$ cat config.mk
export PLATFORM = sky130hd
export DESIGN_NAME = deserializador_demux_rx
export DESIGN_NICKNAME = d
export VERILOG_FILES = /design/src/rtl/rx_pkg.sv /design/src/rtl/rx_deserializer.sv /design/src/rtl/deserializador_demux_rx.sv
export SDC_FILE = /design/constraint.sdc
export NUM_CORES = 1
export LEC_CHECK = 0
export BUFFER_PORTS_ARGS = -buffer_cell sky130_fd_sc_hd__buf_2
export CAP_MARGIN = 0
export CELL_PAD_IN_SITES_DETAIL_PLACEMENT = 1
export CELL_PAD_IN_SITES_GLOBAL_PLACEMENT = 1
export CORE_MARGIN = 2
export CORE_UTILIZATION = 44
export CTS_CLUSTER_DIAMETER = 50
export CTS_CLUSTER_SIZE = 14
export DETAILED_ROUTE_END_ITERATION = 7
export GPL_TIMING_DRIVEN = 0
export PLACE_DENSITY_LB_ADDON = 0.1
export SYNTH_ARGS = -nofsm -noshare
export SYNTH_HDL_FRONTEND = slang
export SYNTH_SLANG_ARGS = --single-unit
$ cat constraint.sdc
create_clock -name clk_32f -period 3.4 [get_ports clk_32f]
set_input_delay 0.51 -clock clk_32f [delete_from_list [all_inputs] [get_ports clk_32f]]
set_output_delay 0.51 -clock clk_32f [all_outputs]
set_load 0.02 [all_outputs]
$ cat src/rtl/rx_pkg.sv
// Shared definitions for the deserializer/demux receiver: FSM encoding,
// default sync word and a counter-width helper.
package rx_pkg;

  // Receiver lock state
  typedef enum logic [1:0] {
    SEARCH = 2'd0,
    ALIGN  = 2'd1,
    ACTIVE = 2'd2
  } rx_state_t;

  // Default sync/idle word (K28.5-style 0xBC)
  localparam logic [7:0] COMMA_DEFAULT = 8'hBC;

  // Width of the optional received-word counter
  localparam int unsigned WORD_COUNT_W = 16;

  // Bits needed to count 0..n-1, never less than one
  function automatic int unsigned cnt_width(input int unsigned n);
    return (n <= 1) ? 1 : $clog2(n);
  endfunction

endpackage

$ cat src/rtl/rx_deserializer.sv
// Serial-to-parallel front end: shifts one bit per clock into a word register
// (oldest bit ends up in the MSB) and flags, one cycle after the last bit of a
// word is sampled, that the register holds a complete word. A realign pulse
// restarts the word boundary on the bit being sampled at that edge.
module rx_deserializer
  import rx_pkg::*;
#(
  parameter int unsigned DATA_W = 8
) (
  input  logic              clk_32f,
  input  logic              reset,
  input  logic              data_in,
  input  logic              realign,
  output logic [DATA_W-1:0] word,
  output logic              word_c
);

  localparam int unsigned CNT_W = cnt_width(DATA_W);

  logic [CNT_W-1:0] bit_cnt;

  // Shift register and bits-since-boundary counter
  always_ff @(posedge clk_32f or negedge reset) begin
    if (!reset) begin
      word    <= '0;
      bit_cnt <= '0;
    end else begin
      word <= {word[DATA_W-2:0], data_in};
      if (realign) begin
        bit_cnt <= CNT_W'(1);
      end else if (bit_cnt == CNT_W'(DATA_W - 1)) begin
        bit_cnt <= '0;
      end else begin
        bit_cnt <= bit_cnt + CNT_W'(1);
      end
    end
  end

  // Counter at zero means the last DATA_W bits form one aligned word
  assign word_c = (bit_cnt == '0);

endmodule

$ cat src/rtl/deserializador_demux_rx.sv
// Serial receiver with comma-based word lock and round-robin lane demux.
// Searches bit-by-bit for COMMA, confirms SYNC_COUNT aligned commas, then
// distributes each non-comma word to the next output lane with a one-cycle
// valid strobe. Commas after lock are idles.
// Optional feature: define RX_WORD_COUNT_EN to add a saturating 16-bit
// word_count output counting delivered words.
module deserializador_demux_rx
  import rx_pkg::*;
#(
  parameter int unsigned       DATA_W     = 8,
  parameter int unsigned       LANES      = 4,
  parameter logic [DATA_W-1:0] COMMA      = DATA_W'(COMMA_DEFAULT),
  parameter int unsigned       SYNC_COUNT = 4
) (
  input  logic                    clk_32f,
  input  logic                    reset,
  input  logic                    data_in,
  output logic                    active,
  output logic [LANES*DATA_W-1:0] data_out,
  output logic [LANES-1:0]        valid_out
`ifdef RX_WORD_COUNT_EN
  ,
  output logic [WORD_COUNT_W-1:0] word_count
`endif
);

  localparam int unsigned PTR_W = cnt_width(LANES);
  localparam int unsigned CC_W  = cnt_width(SYNC_COUNT + 1);

  rx_state_t         state;
  logic [CC_W-1:0]   comma_cnt;
  logic [PTR_W-1:0]  lane_ptr;
  logic [DATA_W-1:0] word;
  logic              word_c;
  logic              is_comma_c;
  logic              realign_c;
  logic              strobe_c;

  rx_deserializer #(
    .DATA_W (DATA_W)
  ) u_deser (
    .clk_32f (clk_32f),
    .reset   (reset),
    .data_in (data_in),
    .realign (realign_c),
    .word    (word),
    .word_c  (word_c)
  );

  // Word classification and boundary control
  assign is_comma_c = (word == COMMA);
  assign realign_c  = (state == SEARCH) && is_comma_c;
  assign strobe_c   = (state == ACTIVE) && word_c && !is_comma_c;

  // Lock FSM and lane demux
  always_ff @(posedge clk_32f or negedge reset) begin
    if (!reset) begin
      state     <= SEARCH;
      comma_cnt <= '0;
      lane_ptr  <= '0;
      active    <= 1'b0;
      data_out  <= '0;
      valid_out <= '0;
    end else begin
      valid_out <= '0;
      unique case (state)
        SEARCH: begin
          if (is_comma_c) begin
            comma_cnt <= CC_W'(1);
            if (SYNC_COUNT == 1) begin
              state    <= ACTIVE;
              active   <= 1'b1;
              lane_ptr <= '0;
            end else begin
              state <= ALIGN;
            end
          end
        end
        ALIGN: begin
          if (word_c) begin
            if (is_comma_c) begin
              comma_cnt <= comma_cnt + CC_W'(1);
              if (comma_cnt == CC_W'(SYNC_COUNT - 1)) begin
                state    <= ACTIVE;
                active   <= 1'b1;
                lane_ptr <= '0;
              end
            end else begin
              state     <= SEARCH;
              comma_cnt <= '0;
            end
          end
        end
        ACTIVE: begin
          if (strobe_c) begin
            for (int l = 0; l < LANES; l++) begin
              if (lane_ptr == PTR_W'(l)) begin
                data_out[l*DATA_W +: DATA_W] <= word;
                valid_out[l]                 <= 1'b1;
              end
            end
            lane_ptr <= (lane_ptr == PTR_W'(LANES - 1)) ? '0 : lane_ptr + PTR_W'(1);
          end
        end
        default: begin
          state <= SEARCH;
        end
      endcase
    end
  end

`ifdef RX_WORD_COUNT_EN
  // Saturating count of delivered words
  always_ff @(posedge clk_32f or negedge reset) begin
    if (!reset) begin
      word_count <= '0;
    end else if (strobe_c && (word_count != '1)) begin
      word_count <= word_count + WORD_COUNT_W'(1);
    end
  end
`endif

endmodule

# Word level (Yosys, flattened, before mapping)
# Cells that the tools add are included.
# totals
register_bits	55
input_bits	3
out_inout_bits	37
# classes
addsub	3
eq_ne	14
n_mux	23
bitwise	1
reduce_logical	17
# ops
cell	n
$mux W2	9
$mux W3	5
$reduce_and A3 Y1	5
$ne A2 B2 Y1 const B	5
$eq A8 B8 Y1 const B	1
$mux W4	2
$reduce_and A4 Y1	2
$add A3 B1 Y3 const B	2
$eq A2 B2 Y1 const B	3
$pmux W2 S3	1
$pmux W3 S2	1
$reduce_and A5 Y1	1
$eq A2 B1 Y1 const B	2
$logic_not A2 Y1	2
$mux W1	4
$pmux W2 S2	1
$reduce_bool A2 Y1	2
$eq A3 B2 Y1 const B	1
$eq A3 B3 Y1 const B	1
$logic_and A1 B1 Y1	3
$logic_not A3 Y1	1
$ne A3 B3 Y1 const B	1
$add A2 B1 Y2 const B	1
$logic_not A1 Y1	1
$not A1 Y1	1

# Depth between registers and ports, before layout
# Gate-level depths: netlist (run 1).
# depth
ltp_word	5
ltp_mapped	6

# By module
# A second synthesis (run 1) with hierarchy kept.
# hier_totals
cells_unflattened	149
hier_area_um2	2235.9
# by_module_without_submodules
mod	instances	cells_each	area_per_inst_um2
deserializador_demux_rx	1	129	1889.3
rx_deserializer	1	20	346.6

# Least setup slack after synthesis (run 1)
# No wires, ideal clock.
# synth_path
path_kind	flip-flop to flip-flop
start	register u_deser.bit_cnt[0]
end	register data_out[0]
setup_ns	0.125
arrival_time_ns	1.489
required_ns	3.275
setup_slack_ns	1.787
stages_incl_launch_ff	7
path_buffers	1
path_cell_list	dfrtp_1 inv_1 ha_1 and4bb_2 buf_4 o211ai_4 mux2_2
# synth_via
elab_chain_len	4
# synth_rtl
element	line	source
start, declared	rx_deserializer.sv:20	logic [CNT_W-1:0] bit_cnt;
start signal, assigned	rx_deserializer.sv:34	bit_cnt <= bit_cnt + CNT_W'(1);
$logic_not A3 Y1	rx_deserializer.sv:40	assign word_c = (bit_cnt == '0);
$logic_and A1 B1 Y1 (2 in a row)	deserializador_demux_rx.sv:53	assign strobe_c = (state == ACTIVE) && word_c && !is_comma_c;
$reduce_and A3 Y1 (no source line)	n/a	
end signal, assigned by index	deserializador_demux_rx.sv:98	data_out[l*DATA_W +: DATA_W] <= word;
end, declared	deserializador_demux_rx.sv:19	output logic [LANES*DATA_W-1:0] data_out,
# No other way between the ends.
# A chain may end at the register's enable or synchronous reset.

# Final worst setup path (run 1)
# layout_path
start	register u_deser.word[0]
end	register data_out[29]
# layout_via
elab_chain_len	4
# layout_rtl
element	line	source
start, declared	rx_deserializer.sv:14	output logic [DATA_W-1:0] word,
start signal, assigned	rx_deserializer.sv:28	word <= {word[DATA_W-2:0], data_in};
$eq A8 B8 Y1	deserializador_demux_rx.sv:51	assign is_comma_c = (word == COMMA);
$logic_not A1 Y1	deserializador_demux_rx.sv:53	
$logic_and A1 B1 Y1	deserializador_demux_rx.sv:53	
$reduce_and A3 Y1 (no source line)	n/a	
# No other way between the ends.

==> results.cfg, run 1 <==
[place]
io_buffers = 39
place_congestion = 0.7577
dp_hpwl_um = 3160

[floorplan]
die_h_um = 76.53
core_area_um2 = 5107
die_area_um2 = 5857
ios = 40
die_w_um = 76.53
fp-row-count = 26
start_util_pct = 45.32

[worst_setup_path]
setup.worst_path.start = u_deser.word[0]
rr_startpoint = u_deser.word[0]
crit_required_ns = 3.59
worstSetupEndpointType = flop
path_cells = nand4bb_1, buf_2, o211ai_4, mux2_2
cp_top_family = flip-flops
startpoint_type = flop
path_buf_inv = 1
critPathArrivalTime_ns = 1.98
slowest_stage = dfrtp_1
critPathMaxFanout = 9
max_stage_delay_ns = 0.45
critPathKind = flop to flop

[logic_synthesis]
netlist_instances = 158
synth_top_area_cell = dfrtp_1
seq_area_frac_synth_pct = 59.46
synth_nets = 170
ys_warn_count = 0
syn_area_um2 = 2315
synth.ff_latch_count = 55
avgSynthCellArea_um2 = 14.65
synth_edf_count = 0
synth-main-ff-cell = dfrtp_1
synth_top_area_share_pct = 59.46
ys_async_sr_fraction_pct = 100.0
synth_area_leaders = dfrtp_1 59%, mux2_2 16%, ha_1 4.9%, o211ai_4 3.7%, inv_1 1.6%
synth_cell_type_count = 34

[detailed_routing]
wl_met2_um = 2252
drc = 0
wl_met1_um = 1984
routedWlPerCell_um = 16.13
dr.pass1.iters = 4
via_count = 1411
ant_nets = 0
post_drt_via_cell_ratio = 5.150
routed_wirelength_um = 4419
first_iter_violations = 33
wl_met3_um = 151
topRoutingLayerUsed = met4

[sta]
rsz0062_at_grt = false
fmax_mhz = 557.5
fin_crit_ns = 1.794
fin_setup_tns_ns = 0
fin_skew_ns = 0.009463
relSlewSlack_pct = 21.99
drv_slew = 0
fin_crit_sh_pct = 52.76
final-setup-viol-count = 0
tightest_slew_ns = 1.170
hold_viol = 0

[cts]
clk_latency_ns = 0.30
htree_levels = 2
ctsResizeCount = 0
cts_sinks = 55
clkTransAtPathRegs_ns = 0.10
cts_setup_buffers = 0
hold_buffers = 0
clockBufferDepth = 2
cts_made_buffers = 5
cts-root-buf = clkbuf_8
cts_tree = built

[final_layout]
num_antenna_cells = 0
multi_input_area_um2 = 868.3
syn2layout_area_growth_pct = 15.89
drive_gt1_share_pct = 43.63
num-fill-cells = 541
seqCellArea_um2 = 1376
final_net_count = 216

[global_route]
track_usage_pct = 16.56
grt_pass1_vias = 1497
grt_pass1_wl_um = 7693
grt_max_degree = 56
overflow = 0
grt_antenna_before_repair = 0

[outcome]
outcome = finished clean

[power]
p_leak_nw = 1.473
power_mw = 1.141
ir_drop_uv = 254.5
pwr_density_cell_nw_per_um2 = 425.2

[flow_run]
drv_cap = 0

[hold_path]
hp-start = data_in
min_path_type = input pin to flop
-- layout by cell type, fill, tap and decap left out, types with 2 or more instances in the layout --
cell / synthesis / layout
dfrtp_1: 55 / 55
o211ai_1: 2 / 2
o21ai_0: 2 / 2
o221ai_1: 2 / 2
and2_1: 2 / 2
buf_2: 2 / 41
o211ai_4: 4 / 4
a31oi_1: 2 / 2
mux2_2: 32 / 32
a21oi_1: 2 / 2
or3b_1: 2 / 2
nand2b_1: 3 / 3
nor2b_1: 4 / 4
nor4_1: 2 / 2
clkbuf_8: 0 / 5
ha_1: 9 / 9
nor3b_1: 2 / 2
inv_1: 10 / 10
nand2_1: 5 / 5
-- worst paths after layout --
check / end / slack (ns) / depth (start not counted)
hold / removal: u_deser.word[0] / 0.31 / 1
setup / recovery: data_out[29] / 1.61 / 4
min in group asynchronous: data_out[21] / 0.44 / 1
setup reg to reg: data_out[29] / 1.61 / 4
max in group asynchronous: comma_cnt[2] / 2.24 / 1
hold reg to reg: active / 0.48 / 2
-- Yosys cell counts (2+ instances only) --
cell type,count
dfrtp_1,55
nand2_1,5
mux2_2,32
nor3b_1,2
o211ai_4,4
nor4_1,2
buf_2,2
o221ai_1,2
a21oi_1,2
and2_1,2
nand2b_1,3
or3b_1,2
a31oi_1,2
inv_1,10
o211ai_1,2
o21ai_0,2
nor2b_1,4
ha_1,9
-- registers in the layout, summed over array words and instances, names as in the netlist --
| signal | cells |
|---|---|
| u_deser.word | 8 |
| active | 1 |
| state | 2 |
| data_out | 32 |
| lane_ptr | 2 |
| u_deser.bit_cnt | 3 |
| comma_cnt | 3 |
| valid_out | 4 |
-- cell type report --
class                           instances  share of cell area [%]
Buffer                                  5                   1.213
Clock buffer                            5                   2.565
Clock inverter                          2                  0.6063
Inverter                               10                   1.399
Multi-Input combinational cell         88                   32.37
Sequential cell                        55                   51.31
Tap cell                               70                   3.265
Timing Repair Buffer                   39                   7.276
-- worst register-to-register path: cells and delay by family (launching register included) --
| family | cells | cell delay, ns |
|---|---|---|
| simple gates | 1 | 0.21 |
| compound gates | 1 | 0.42 |
| mux | 1 | 0.40 |
| flops | 1 | 0.45 |
| buf+inv | 1 | 0.22 |
-- through the flow --
step                      std cells  hold WS, ns  instance area [um^2]  worst slack (ns)  util (%)
after floorplan                 158       0.2144                  2315             1.787         -
after global placement          267       0.4392                  2597             1.641     50.86
after detailed placement        267       0.4492                  2597             1.597     50.86
after CTS                       274       0.2965                  2683             1.584     52.52
after global routing            274       0.2956                  2683             1.460     52.52
final                           274       0.3057                  2683             1.606     52.52
-- cells by family (layout without fill, tap and decap cells) --
logic type / after synthesis / count (layout) / synth area share (%)
DFF: 55 / 55 / 59.46
muxes: 32 / 32 / 15.57
and+or+nand+nor: 28 / 28 / 8.486
AOI/OAI and AO/OA: 19 / 19 / 8.595
buffers and inverters: 15 / 61 / 3.027
adders and majority gates: 9 / 9 / 4.865
-- power by group --
| group | total (mW) | leakage, nW | switching, mW | internal, mW |
|---|---|---|---|---|
| registers | 0.705 | 0.741 | 0.0255 | 0.679 |
| logic | 0.0886 | 0.691 | 0.0481 | 0.0405 |
| clock network | 0.347 | 0.0406 | 0.204 | 0.144 |
-- layer usage --
layer / vias up / track usage, %
li1: 661 / -
met1: 719 / 21.21
met2: 27 / 28.76
met3: 4 / 3.673
met4: 0 / 3.818
met5: - / 0
No activity file was read; power rests on OpenSTA's default activity.
==> run 2: changes to the inputs <==
--- a/config.mk
+++ b/config.mk
@@ -10,7 +10,7 @@
 export CELL_PAD_IN_SITES_DETAIL_PLACEMENT = 1
 export CELL_PAD_IN_SITES_GLOBAL_PLACEMENT = 1
 export CORE_MARGIN = 2
-export CORE_UTILIZATION = 44
+export CORE_UTILIZATION = 41
 export CTS_CLUSTER_DIAMETER = 50
 export CTS_CLUSTER_SIZE = 14
 export DETAILED_ROUTE_END_ITERATION = 7
==> constraint.sdc (replaced) <==
create_clock -name clk_32f -period 1.6 [get_ports clk_32f]
set_input_delay 0.24 -clock clk_32f [delete_from_list [all_inputs] [get_ports clk_32f]]
set_output_delay 0.24 -clock clk_32f [all_outputs]
set_load 0.02 [all_outputs]
==> run 2 against run 1 <==
  * The run now ends with negative setup slack left
  * Combinational power grew to 3.2 times the previous value
  * Wire length rose by 31%
  * Critical path depth increased by 3
  * Via count rose by 10%
  * Sequential power increased by 110%
  * Fmax increased by 5.7%
  * Largest power group unchanged
  * Design area up 16%
  * Highest routed layer unchanged
  * Core utilization up 4.1 points
  * Sequential cell count unchanged
==> results.cfg, run 2 (synthesis results as in run 1) <==
[outcome]
outcome = finished, violations left
violations = negative setup slack

[cts]
cts_made_buffers = 5
clk_latency_ns = 0.31
cts_tree = built
htree_levels = 2
hold_buffers = 0
clockBufferDepth = 2
cts-root-buf = clkbuf_8
clkTransAtPathRegs_ns = 0.10
cts_sinks = 55

[final_layout]
drive_gt1_share_pct = 57.71
largestRegisters = data_out x32, u_deser.word x8, valid_out x4
syn2layout_area_growth_pct = 33.95
final_common_cell = dfrtp_1
seqCellArea_um2 = 1386
multi_input_area_um2 = 985.9
most-common-layout-cells = 47 x dfrtp_1, 39 x buf_2, 22 x mux2_2
final_net_count = 238
largest_register_ffs = 32
fin_util_pct = 56.65
num_antenna_cells = 0
num-fill-cells = 564
top_register = data_out

[global_route]
track_usage_pct = 19.27
overflow = 0
grt_pass1_wl_um = 9059
grt_antenna_before_repair = 0
grt_pass1_vias = 1729
grt_max_degree = 56

[detailed_routing]
post_drt_via_cell_ratio = 5.191
dr.pass1.iters = 4
ant_nets = 0
first_iter_violations = 77
drc = 0
via_count = 1552
routed_wirelength_um = 5776
routedWlPerCell_um = 19.32

[floorplan]
fp-row-count = 27
start_util_pct = 42.30
ios = 40
core_area_um2 = 5473
die_area_um2 = 6262
die_w_um = 79.14
die_h_um = 79.14

[power]
power_mw = 2.597
p_leak_nw = 1.668
ir_drop_uv = 556.8
pwr_density_cell_nw_per_um2 = 837.6

[flow_run]
drv_cap = 0

[worst_setup_path]
critPathArrivalTime_ns = 1.89
r2r_cells = 7
r2r_end = data_out[12]
setup.worst_path.start = u_deser.bit_cnt[0]
critPathMaxFanout = 4
worstSetupEndpointType = flop
reg2reg_slack_ns = -0.1
crit_end = data_out[12]
rr_startpoint = u_deser.bit_cnt[0]
crit_required_ns = 1.79
startpoint_type = flop
critPathKind = flop to flop

[sta]
fin_hold_ws_ns = 0.04102
layout_setup_ws_ns = -0.09750
rsz0062_at_grt = true
drv_slew = 0
final-setup-viol-count = 35
fmax_mhz = 589.1
relSlewSlack_pct = 19.66
fin_crit_ns = 1.697
fin_skew_ns = 0.01276
fin_crit_sh_pct = 106.1
tightest_slew_ns = 1.205
hold_viol = 0

[place]
place_congestion = 0.8448
detailedPlace.worstSlack_ns = -0.2461
io_buffers = 39
dp_hpwl_um = 3393

[hold_path]
min_path_type = input pin to flop
run 2: cell types whose count changed in the layout (fill, tap and decap cells not counted), sizes merged:
| cell | before | now |
|---|---|---|
| clkbuf | 6 | 9 |
| buf | 43 | 63 |
| clkinv | 0 | 1 |
| inv | 11 | 10 |
run 2: cell type report:
| cell class | count | area share (%) |
|---|---|---|
| buffer | 4 | 1.211 |
| sequential | 55 | 44.71 |
| timing repair buffer | 62 | 14.97 |
| clock inverter | 2 | 0.5246 |
| multi-input combinational | 88 | 31.80 |
| tap | 72 | 2.906 |
| clock buffer | 6 | 2.663 |
| inverter | 10 | 1.211 |
run 2: critical path, stage by stage (launching register included):
cell	delay, ns
dfrtp_1	0.42
inv_2	0.07
ha_4	0.13
and4bb_4	0.29
buf_12	0.14
o211ai_4	0.09
buf_6	0.15
mux2_4	0.29
run 2: report_power, final:
part / internal (mW) / leakage, nW / switching (mW) / total (mW)
registers: 1.45 / 0.733 / 0.0611 / 1.51
logic: 0.140 / 0.888 / 0.146 / 0.286
clock network: 0.354 / 0.0474 / 0.450 / 0.805
total: 1.94 / 1.67 / 0.657 / 2.60
run 2: worst min-delay path by stage:
stage                     startpoint              end  cells after the start
final                        data_in  u_deser.word[0]                      1
after global routing         data_in  u_deser.word[0]                      1
after CTS                    data_in  u_deser.word[0]                      1
after detailed placement     data_in  u_deser.word[0]                      1
after global placement       data_in  u_deser.word[0]                      1
after floorplan                reset           active                      0
run 2: metal layers:
metal | global-route usage, % | vias to the layer above | routed length [um]
met3 | 4.545 | 8 | 199
met4 | 4.483 | 0 | 53
met1 | 25.22 | 818 | 2478
li1 | - | 697 | -
met2 | 32.54 | 29 | 3044
met5 | 0 | - | 0
run 2: stage by stage:
step	instances	setup TNS, ns	cell area [um^2]
floorplan	158	-0.09314	2317
detailed placement	269	-7.854	2603
global route	299	-4.119	3100
finish	299	-2.182	3100
CTS	294	-2.009	2987
global placement	269	-6.103	2603
run 2: what timing repair did:
action	in CTS	in global routing
setup buffers	17	4
pin swaps	6	2
resized for setup	22	20
endpoints found under the setup margin	39	41
gates cloned	1	1
